## src/rtl/cory_arbn_if.sv

```systemverilog
`default_nettype none
// ============================================================================
// Module   : cory_arbn_if
// Purpose  : Bundles the M request channels and the merged output channel of
//            the cory_arbn arbiter.
// Ports    : i_a_v/i_a_d/i_a_l  request valid, data (port k at [k*N +: N]),
//                                last-beat flag
//            o_a_r               per-port ready
//            o_z_v/o_z_d/o_z_s/o_z_l  output valid, data, source index, last
//            i_z_r               downstream ready
//            o_wdog              sticky starvation flags (CORY_ARBN_WDOG_EN)
// Modports : slave  - arbiter side; master - requesters/downstream side
// Macro    : CORY_ARBN_WDOG_EN adds o_wdog
// Revision : 1.0 - initial release
// ============================================================================
interface cory_arbn_if #(
   parameter int M = 4,
   parameter int N = 8
);
   localparam int S = (M > 1) ? $clog2(M) : 1;

   logic [M-1:0]   i_a_v;
   logic [M*N-1:0] i_a_d;
   logic [M-1:0]   i_a_l;
   logic [M-1:0]   o_a_r;
   logic           o_z_v;
   logic [N-1:0]   o_z_d;
   logic [S-1:0]   o_z_s;
   logic           o_z_l;
   logic           i_z_r;
`ifdef CORY_ARBN_WDOG_EN
   logic [M-1:0]   o_wdog;
`endif

   modport slave (
      input  i_a_v, i_a_d, i_a_l, i_z_r,
      output o_a_r, o_z_v, o_z_d, o_z_s, o_z_l
`ifdef CORY_ARBN_WDOG_EN
      , output o_wdog
`endif
   );

   modport master (
      output i_a_v, i_a_d, i_a_l, i_z_r,
      input  o_a_r, o_z_v, o_z_d, o_z_s, o_z_l
`ifdef CORY_ARBN_WDOG_EN
      , input o_wdog
`endif
   );
endinterface
`default_nettype wire

```

## src/rtl/cory_arbn.sv

```systemverilog
`default_nettype none
// ============================================================================
// Module   : cory_arbn
// Purpose  : M-port valid/ready arbiter with packet locking. Merges M N-bit
//            request channels into one output channel tagged with the source
//            port index. Round-robin or fixed priority; optional 2-entry
//            registered skid output that removes the i_z_r -> o_a_r path.
// Ports    : clk    clock, rising edge
//            reset  asynchronous active-high reset
//            arb    cory_arbn_if.slave (request channels, output channel)
// Params   : M ports, N data bits, ROUND (1 rr / 0 fixed), Q (0 comb /
//            1 skid), WDOG starvation threshold
// Macro    : CORY_ARBN_WDOG_EN enables per-port starvation watchdog (o_wdog)
// Revision : 1.0 - initial release
// ============================================================================
module cory_arbn #(
   parameter int M     = 4,
   parameter int N     = 8,
   parameter int ROUND = 1,
   parameter int Q     = 1,
   parameter int WDOG  = 255
) (
   input  wire logic     clk,
   input  wire logic     reset,
   cory_arbn_if.slave    arb
);
   localparam int S = (M > 1) ? $clog2(M) : 1;

   logic [S-1:0] r_ptr;
   logic         r_lock;
   logic [S-1:0] r_lport;

   logic [M-1:0] w_grant;
   logic [S-1:0] w_gidx;
   logic         w_gsel;     // a port is selected (always true while locked)
   logic [S:0]   w_sum;      // ptr + offset before the modulo-M fold
   logic         w_gv;
   logic [M-1:0] w_rdy;
   logic         w_acc;
   logic [N-1:0] w_in_d;
   logic         w_in_l;

   // Grant selection. While a packet is open the grant stays on the locked
   // port even if it is momentarily not valid, so no other port can slip in.
   always_comb begin
      w_grant = '0;
      w_gidx  = '0;
      w_gsel  = 1'b0;
      w_sum   = '0;
      if (r_lock) begin
         w_gidx = r_lport;
         w_gsel = 1'b1;
      end else if (ROUND != 0) begin
         for (int i = 0; i < M; i++) begin
            w_sum = {1'b0, r_ptr} + (S+1)'(i);
            if (w_sum >= (S+1)'(M))
               w_sum = w_sum - (S+1)'(M);
            if (!w_gsel && arb.i_a_v[w_sum[S-1:0]]) begin
               w_gsel = 1'b1;
               w_gidx = w_sum[S-1:0];
            end
         end
      end else begin
         for (int i = 0; i < M; i++) begin
            if (!w_gsel && arb.i_a_v[i]) begin
               w_gsel = 1'b1;
               w_gidx = S'(i);
            end
         end
      end
      if (w_gsel)
         w_grant[w_gidx] = 1'b1;
   end

   assign w_gv   = w_gsel & arb.i_a_v[w_gidx];
   assign w_in_d = arb.i_a_d[int'(w_gidx)*N +: N];
   assign w_in_l = arb.i_a_l[w_gidx];
   assign w_acc  = |(arb.i_a_v & w_rdy);
   assign arb.o_a_r = w_rdy;

   // Packet lock and round-robin pointer. A last beat always releases the
   // lock and moves the start point just past the port that finished.
   always_ff @(posedge clk or posedge reset) begin
      if (reset) begin
         r_ptr   <= '0;
         r_lock  <= 1'b0;
         r_lport <= '0;
      end else if (w_acc) begin
         if (w_in_l) begin
            r_lock <= 1'b0;
            r_ptr  <= (w_gidx == S'(M-1)) ? '0 : w_gidx + 1'b1;
         end else begin
            r_lock  <= 1'b1;
            r_lport <= w_gidx;
         end
      end
   end

   generate
      if (Q != 0) begin : g_skid
         logic [N-1:0] r_d0, r_d1;
         logic [S-1:0] r_s0, r_s1;
         logic         r_l0, r_l1;
         logic [1:0]   r_cnt;
         logic         w_full;
         logic         w_pop;

         assign w_full = (r_cnt == 2'd2);
         assign w_pop  = (r_cnt != 2'd0) & arb.i_z_r;
         // Ready looks only at skid occupancy, never at i_z_r; the second
         // entry absorbs the beat accepted in the cycle downstream stalls.
         assign w_rdy  = w_grant & {M{~w_full}};

         always_ff @(posedge clk or posedge reset) begin
            if (reset) begin
               r_cnt <= '0;
               r_d0  <= '0;
               r_s0  <= '0;
               r_l0  <= 1'b0;
               r_d1  <= '0;
               r_s1  <= '0;
               r_l1  <= 1'b0;
            end else begin
               case ({w_acc, w_pop})
                  2'b10: begin
                     if (r_cnt == 2'd0) begin
                        r_d0 <= w_in_d;
                        r_s0 <= w_gidx;
                        r_l0 <= w_in_l;
                     end else begin
                        r_d1 <= w_in_d;
                        r_s1 <= w_gidx;
                        r_l1 <= w_in_l;
                     end
                     r_cnt <= r_cnt + 2'd1;
                  end
                  2'b01: begin
                     r_d0  <= r_d1;
                     r_s0  <= r_s1;
                     r_l0  <= r_l1;
                     r_cnt <= r_cnt - 2'd1;
                  end
                  2'b11: begin
                     // Only reachable with one entry: the new beat becomes
                     // the head as the old head leaves.
                     r_d0 <= w_in_d;
                     r_s0 <= w_gidx;
                     r_l0 <= w_in_l;
                  end
                  default: ;
               endcase
            end
         end

         assign arb.o_z_v = (r_cnt != 2'd0);
         assign arb.o_z_d = r_d0;
         assign arb.o_z_s = r_s0;
         assign arb.o_z_l = r_l0;
      end else begin : g_comb
         assign w_rdy     = w_grant & {M{arb.i_z_r}};
         assign arb.o_z_v = w_gv;
         assign arb.o_z_d = w_gv ? w_in_d : '0;
         assign arb.o_z_s = w_gv ? w_gidx : '0;
         assign arb.o_z_l = w_gv & w_in_l;
      end
   endgenerate

`ifdef CORY_ARBN_WDOG_EN
   localparam int c_WCNT_W = (WDOG > 0) ? $clog2(WDOG + 1) : 1;

   logic [c_WCNT_W-1:0] r_wcnt [M];
   logic [M-1:0]        r_wdog;

   // A port waits while it is valid and not ready; the flag rises on the
   // stalled cycle that brings the counter to WDOG and holds until reset.
   always_ff @(posedge clk or posedge reset) begin
      if (reset) begin
         r_wdog <= '0;
         for (int k = 0; k < M; k++)
            r_wcnt[k] <= '0;
      end else begin
         for (int k = 0; k < M; k++) begin
            if (!arb.i_a_v[k] || w_rdy[k]) begin
               r_wcnt[k] <= '0;
            end else if (r_wcnt[k] != c_WCNT_W'(WDOG)) begin
               r_wcnt[k] <= r_wcnt[k] + 1'b1;
               if (r_wcnt[k] == c_WCNT_W'(WDOG - 1))
                  r_wdog[k] <= 1'b1;
            end
         end
      end
   end

   assign arb.o_wdog = r_wdog;
`endif
endmodule
`default_nettype wire

```

## src/flat_wrapper.sv

```systemverilog
// flat-port wrapper written by rule: the top's interface ports become plain ports
module cory_arbn_flat 
#(
   parameter int M     = 4,
   parameter int N     = 8,
   parameter int ROUND = 1,
   parameter int Q     = 1,
   parameter int WDOG  = 255
)
  (clk, reset, arb_i_a_v, arb_i_a_d, arb_i_a_l, arb_i_z_r, arb_o_a_r, arb_o_z_v, arb_o_z_d, arb_o_z_s, arb_o_z_l);
  cory_arbn_if #(.M(M), .N(N)) arb_i ();
  input  wire logic clk;
  input  wire logic reset;
  input wire logic [$bits(arb_i.i_a_v)-1:0] arb_i_a_v;
  input wire logic [$bits(arb_i.i_a_d)-1:0] arb_i_a_d;
  input wire logic [$bits(arb_i.i_a_l)-1:0] arb_i_a_l;
  input wire logic [$bits(arb_i.i_z_r)-1:0] arb_i_z_r;
  output wire logic [$bits(arb_i.o_a_r)-1:0] arb_o_a_r;
  output wire logic [$bits(arb_i.o_z_v)-1:0] arb_o_z_v;
  output wire logic [$bits(arb_i.o_z_d)-1:0] arb_o_z_d;
  output wire logic [$bits(arb_i.o_z_s)-1:0] arb_o_z_s;
  output wire logic [$bits(arb_i.o_z_l)-1:0] arb_o_z_l;
  assign arb_i.i_a_v = arb_i_a_v;
  assign arb_i.i_a_d = arb_i_a_d;
  assign arb_i.i_a_l = arb_i_a_l;
  assign arb_i.i_z_r = arb_i_z_r;
  assign arb_o_a_r = arb_i.o_a_r;
  assign arb_o_z_v = arb_i.o_z_v;
  assign arb_o_z_d = arb_i.o_z_d;
  assign arb_o_z_s = arb_i.o_z_s;
  assign arb_o_z_l = arb_i.o_z_l;
  cory_arbn #(.M(M), .N(N), .ROUND(ROUND), .Q(Q), .WDOG(WDOG)) u_core (.clk(clk), .reset(reset), .arb(arb_i));
endmodule
```

## config.mk

```make
export PLATFORM = sky130hd
export DESIGN_NAME = cory_arbn_flat
export DESIGN_NICKNAME = d
export VERILOG_FILES = /design/src/rtl/cory_arbn_if.sv /design/src/rtl/cory_arbn.sv /design/src/flat_wrapper.sv
export SDC_FILE = /design/constraint.sdc
export NUM_CORES = 1
export LEC_CHECK = 0
export ABC_AREA = 1
export CAP_MARGIN = 15
export CORE_MARGIN = 4
export CORE_UTILIZATION = 45
export CTS_CLUSTER_DIAMETER = 40
export DETAILED_ROUTE_END_ITERATION = 10
export MAX_ROUTING_LAYER = met4
export PLACE_DENSITY_LB_ADDON = 0.12
export REMOVE_ABC_BUFFERS = 1
export SYNTH_ARGS = -nofsm -noshare
export SYNTH_HDL_FRONTEND = slang
export SYNTH_SLANG_ARGS = --single-unit
export TNS_END_PERCENT = 20
```

## constraint.sdc

```tcl
create_clock -name clk -period 7.88 [get_ports clk]
set_input_delay 1.576 -clock clk [delete_from_list [all_inputs] [get_ports clk]]
set_output_delay 1.576 -clock clk [all_outputs]
set_load 0.005 [all_outputs]
```

==> flow_summary.toml <==
[routing]
top_layer_used = "met4"
firstDrtPassIters = 4
drc_errors = 0
met2_length_mm = 2.56
routed_wirelength_mm = 5.36
wire_per_inst_um = 12.0
drt_iter0_drc = 117
met3_length_um = 236
dr_total_vias = 2213
via_per_inst = 4.96
antenna_left = 0
wl_met1_mm = 2.47

[synth]
synth_area_mm2 = 0.00214
async_flop_share = 1.00
ys_ff_latch = 29
avgSynthCellArea_um2 = 6.30
synth_edf_count = 0
synth-xor-area-share = 0.00818
synthSimpleGateAreaFrac = 0.483
yosys-top-cells-area = "dfrtp_1 (34%), nand2_1 (30%), nand3_1 (6.3%)"
synth_top_family_by_area = "simple AND/OR/NAND/NOR gates"
synth_mux_area_frac = 0
synth_commonest_cells = "nand2_1 (173), dfrtp_1 (29), nand3_1 (27), inv_1 (23)"
yosysWarnings = 0
yosysMostFrequentCell = "nand2_1"
synth_ff_type = "dfrtp_1"
yosysSeqAreaShare = 0.339
syn_inst = 340
synth_fa_ha_area_frac = 0.0175
synth-compound-area-share = 0.0631
synth_top_cell_by_area = "dfrtp_1"
ys_types = 26
synth_top_area_frac = 0.339

[clock_tree]
cts_resized = 0
cts_hold_buf = 0
cts.htree.levels = 2
root_buffer = "clkbuf_8"
numCtsBuffers = 5
cts_buffer_depth = 2
cts.reportedPaths.clkPinSlew_ps = 60
clock-sinks = 29
cts_setup_buffers = 0
cts_tree = "built"
clkLatencyLatePin_ps = 290

[grt]
grt_usage = 0.196
grt_pass1_vias = 2075
antenna_found_initial = 0
overflow = 0
grt_start_max_net_pins = 30
grt_pass1_wl_mm = 9.23

[die]
coreArea_mm2 = 0.00447
fp-row-count = 24
die-area_mm2 = 0.00593
die_width_um = 77.0
initial_core_util = 0.478
die_y_um = 77.0
ios = 59

[sta]
final_hold_viol_count = 0
clock_skew_ps = 10.6
setup_ws_ps = 2120
fmax_mhz = 173
final.setup.tns_ps = 0
relSlewSlack = 0.625
period_share = 0.732
fin_crit_ps = 5760
drv_slew = 0
tightest_slew_ps = 563
setup_viol = 0
rsz0062_at_grt = "no"

[placement]
gp_congestion = 0.917
post-place-ws_ps = 2120
place_area_mm2 = 0.00270
dp_hpwl_mm = 3.95
portBuffers = 58

[critical_path]
cpMostUsedCell = "inv_1"
crit_slowest_cell = "clkdlybuf4s50_1"
critPathKind = "primary input to output pin"
endpoint_kind = "output pin"
cp-start-kind = "primary input"
worstPathArrival_ps = 4190
required_ps = 6300
path_cells = "clkdlybuf4s50_1 -> inv_1 -> nand2_2 -> nand3_2 -> nand2_2 -> nor2_4 -> nand3_1 -> nand2_1 -> inv_1 -> nand2_2 -> nand2_4 -> inv_1 -> ha_1 -> inv_1 -> nor2_1 -> clkdlybuf4s50_1"
crit_path_max_incr_delay_ps = 530
crit_fanout = 18

[power_and_ir_drop]
p_clk_frac = 0.087
sw_frac_of_total = 0.527
p_leak_nw = 1.49
p_per_area_mw_per_mm2 = 488
seq_power_share = 0.204
power.switching_mw = 0.725
total_power_mw = 1.37
power_frac_comb = 0.708
internal_power_mw = 0.649
ir_drop_uv = 185

[layout]
syn_to_final_growth_pct = 31.5
finalNetCount = 439
post-route-cell-area_mm2 = 0.00282
diodes = 0
drive_gt1_frac = 0.0914

[flow_run]
maxCapViolCount = 0

[outcome]
status = "completed"

[hold_path]
hp-class = "register to register"
## layout by cell type (no fill, tap or decap), types with 2 or more instances in the layout
cell type	instances
clkbuf_8	5
or2_2	2
nand3_1	27
inv_1	23
nor3_1	3
nand3_2	2
nand2_2	15
nor2_1	15
dfrtp_1	29
nand2_4	2
clkdlybuf4s50_1	58
o21ai_1	3
clkinv_2	2
inv_2	4
a31oi_1	9
nand4_1	3
nand2_1	173
ha_1	3
o21ai_0	8
## path summary, 6_finish.rpt
check | start | to | slack (ps) | cells after the start
min | u_core.g_skid.r_s1[0] | u_core.g_skid.r_s1[0] | 490 | 2
max in group asynchronous | reset | u_core.r_lport[0] | 5920 | 3
max reg2reg | u_core.r_ptr[0] | u_core.arb.o_z_d[2] | 3750 | 25
min in group asynchronous | reset | u_core.arb.o_z_s[0] | 1540 | 2
min reg2reg | u_core.g_skid.r_s1[0] | u_core.g_skid.r_s1[0] | 490 | 2
max | arb_i_a_v[3] | arb_o_a_r[3] | 2120 | 16
## worst max-delay path: cells and delay by family
| family | cells | cell delay [ps] |
|---|---|---|
| simple gates | 9 | 880 |
| buf+inv | 6 | 1500 |
| fa+ha+maj | 1 | 220 |
## stage by stage
step                hold slack (ps)  utilization  cells
floorplan                       451            -    327
CTS                             495        0.623    445
finish                          494        0.629    446
global placement                468        0.604    437
global route                    520        0.629    446
detailed placement              478        0.604    437
## per-layer routing
metal  vias to the layer above  track usage
met5                         -            -
met4                         0       0.0641
met3                         8       0.0398
met2                        52        0.333
met1                       990        0.233
li1                       1163            -
## flip-flops by register name, indices dropped and copies added, names as in the netlist
register             cells
u_core.g_skid.r_d1       8
u_core.r_ptr             2
u_core.g_skid.r_l1       1
u_core.r_lport           2
u_core.g_skid.r_s1       2
u_core.r_lock            1
u_core.arb.o_z_s         2
u_core.arb.o_z_l         1
u_core.arb.o_z_d         8
u_core.g_skid.r_cnt      2
## final cells by class
type | instances | area, um^2
clock inverters | 3 | 17.5
fillers | 434 | 1660
well taps | 52 | 65.1
clock buffers | 5 | 68.8
flip-flops and latches | 29 | 726
multi-input cells | 270 | 1220
repair buffers | 59 | 608
inverters | 28 | 105
## kinds of logic (layout without fill, tap and decap cells)
group / count (synthesis) / in the layout
buffers and inverters: 41 / 95
AO/OA/AOI/OAI: 22 / 22
XOR/XNOR: 2 / 2
adder cells (fa/ha/maj): 3 / 3
AND/OR/NAND/NOR: 243 / 243
flip-flops: 29 / 29
## power by group through the flow
stage	clock, mW	combinational (mW)	sequential, mW
6_report	0.120	0.973	0.280
5_1_grt	0.130	1.11	0.293
4_1_cts	0.124	0.983	0.281
3_5_place_dp	0	0.977	0.283
3_3_place_gp	0	0.968	0.281
2_1_floorplan	0	0.688	0.274
Power figures use the tool's default switching activity.
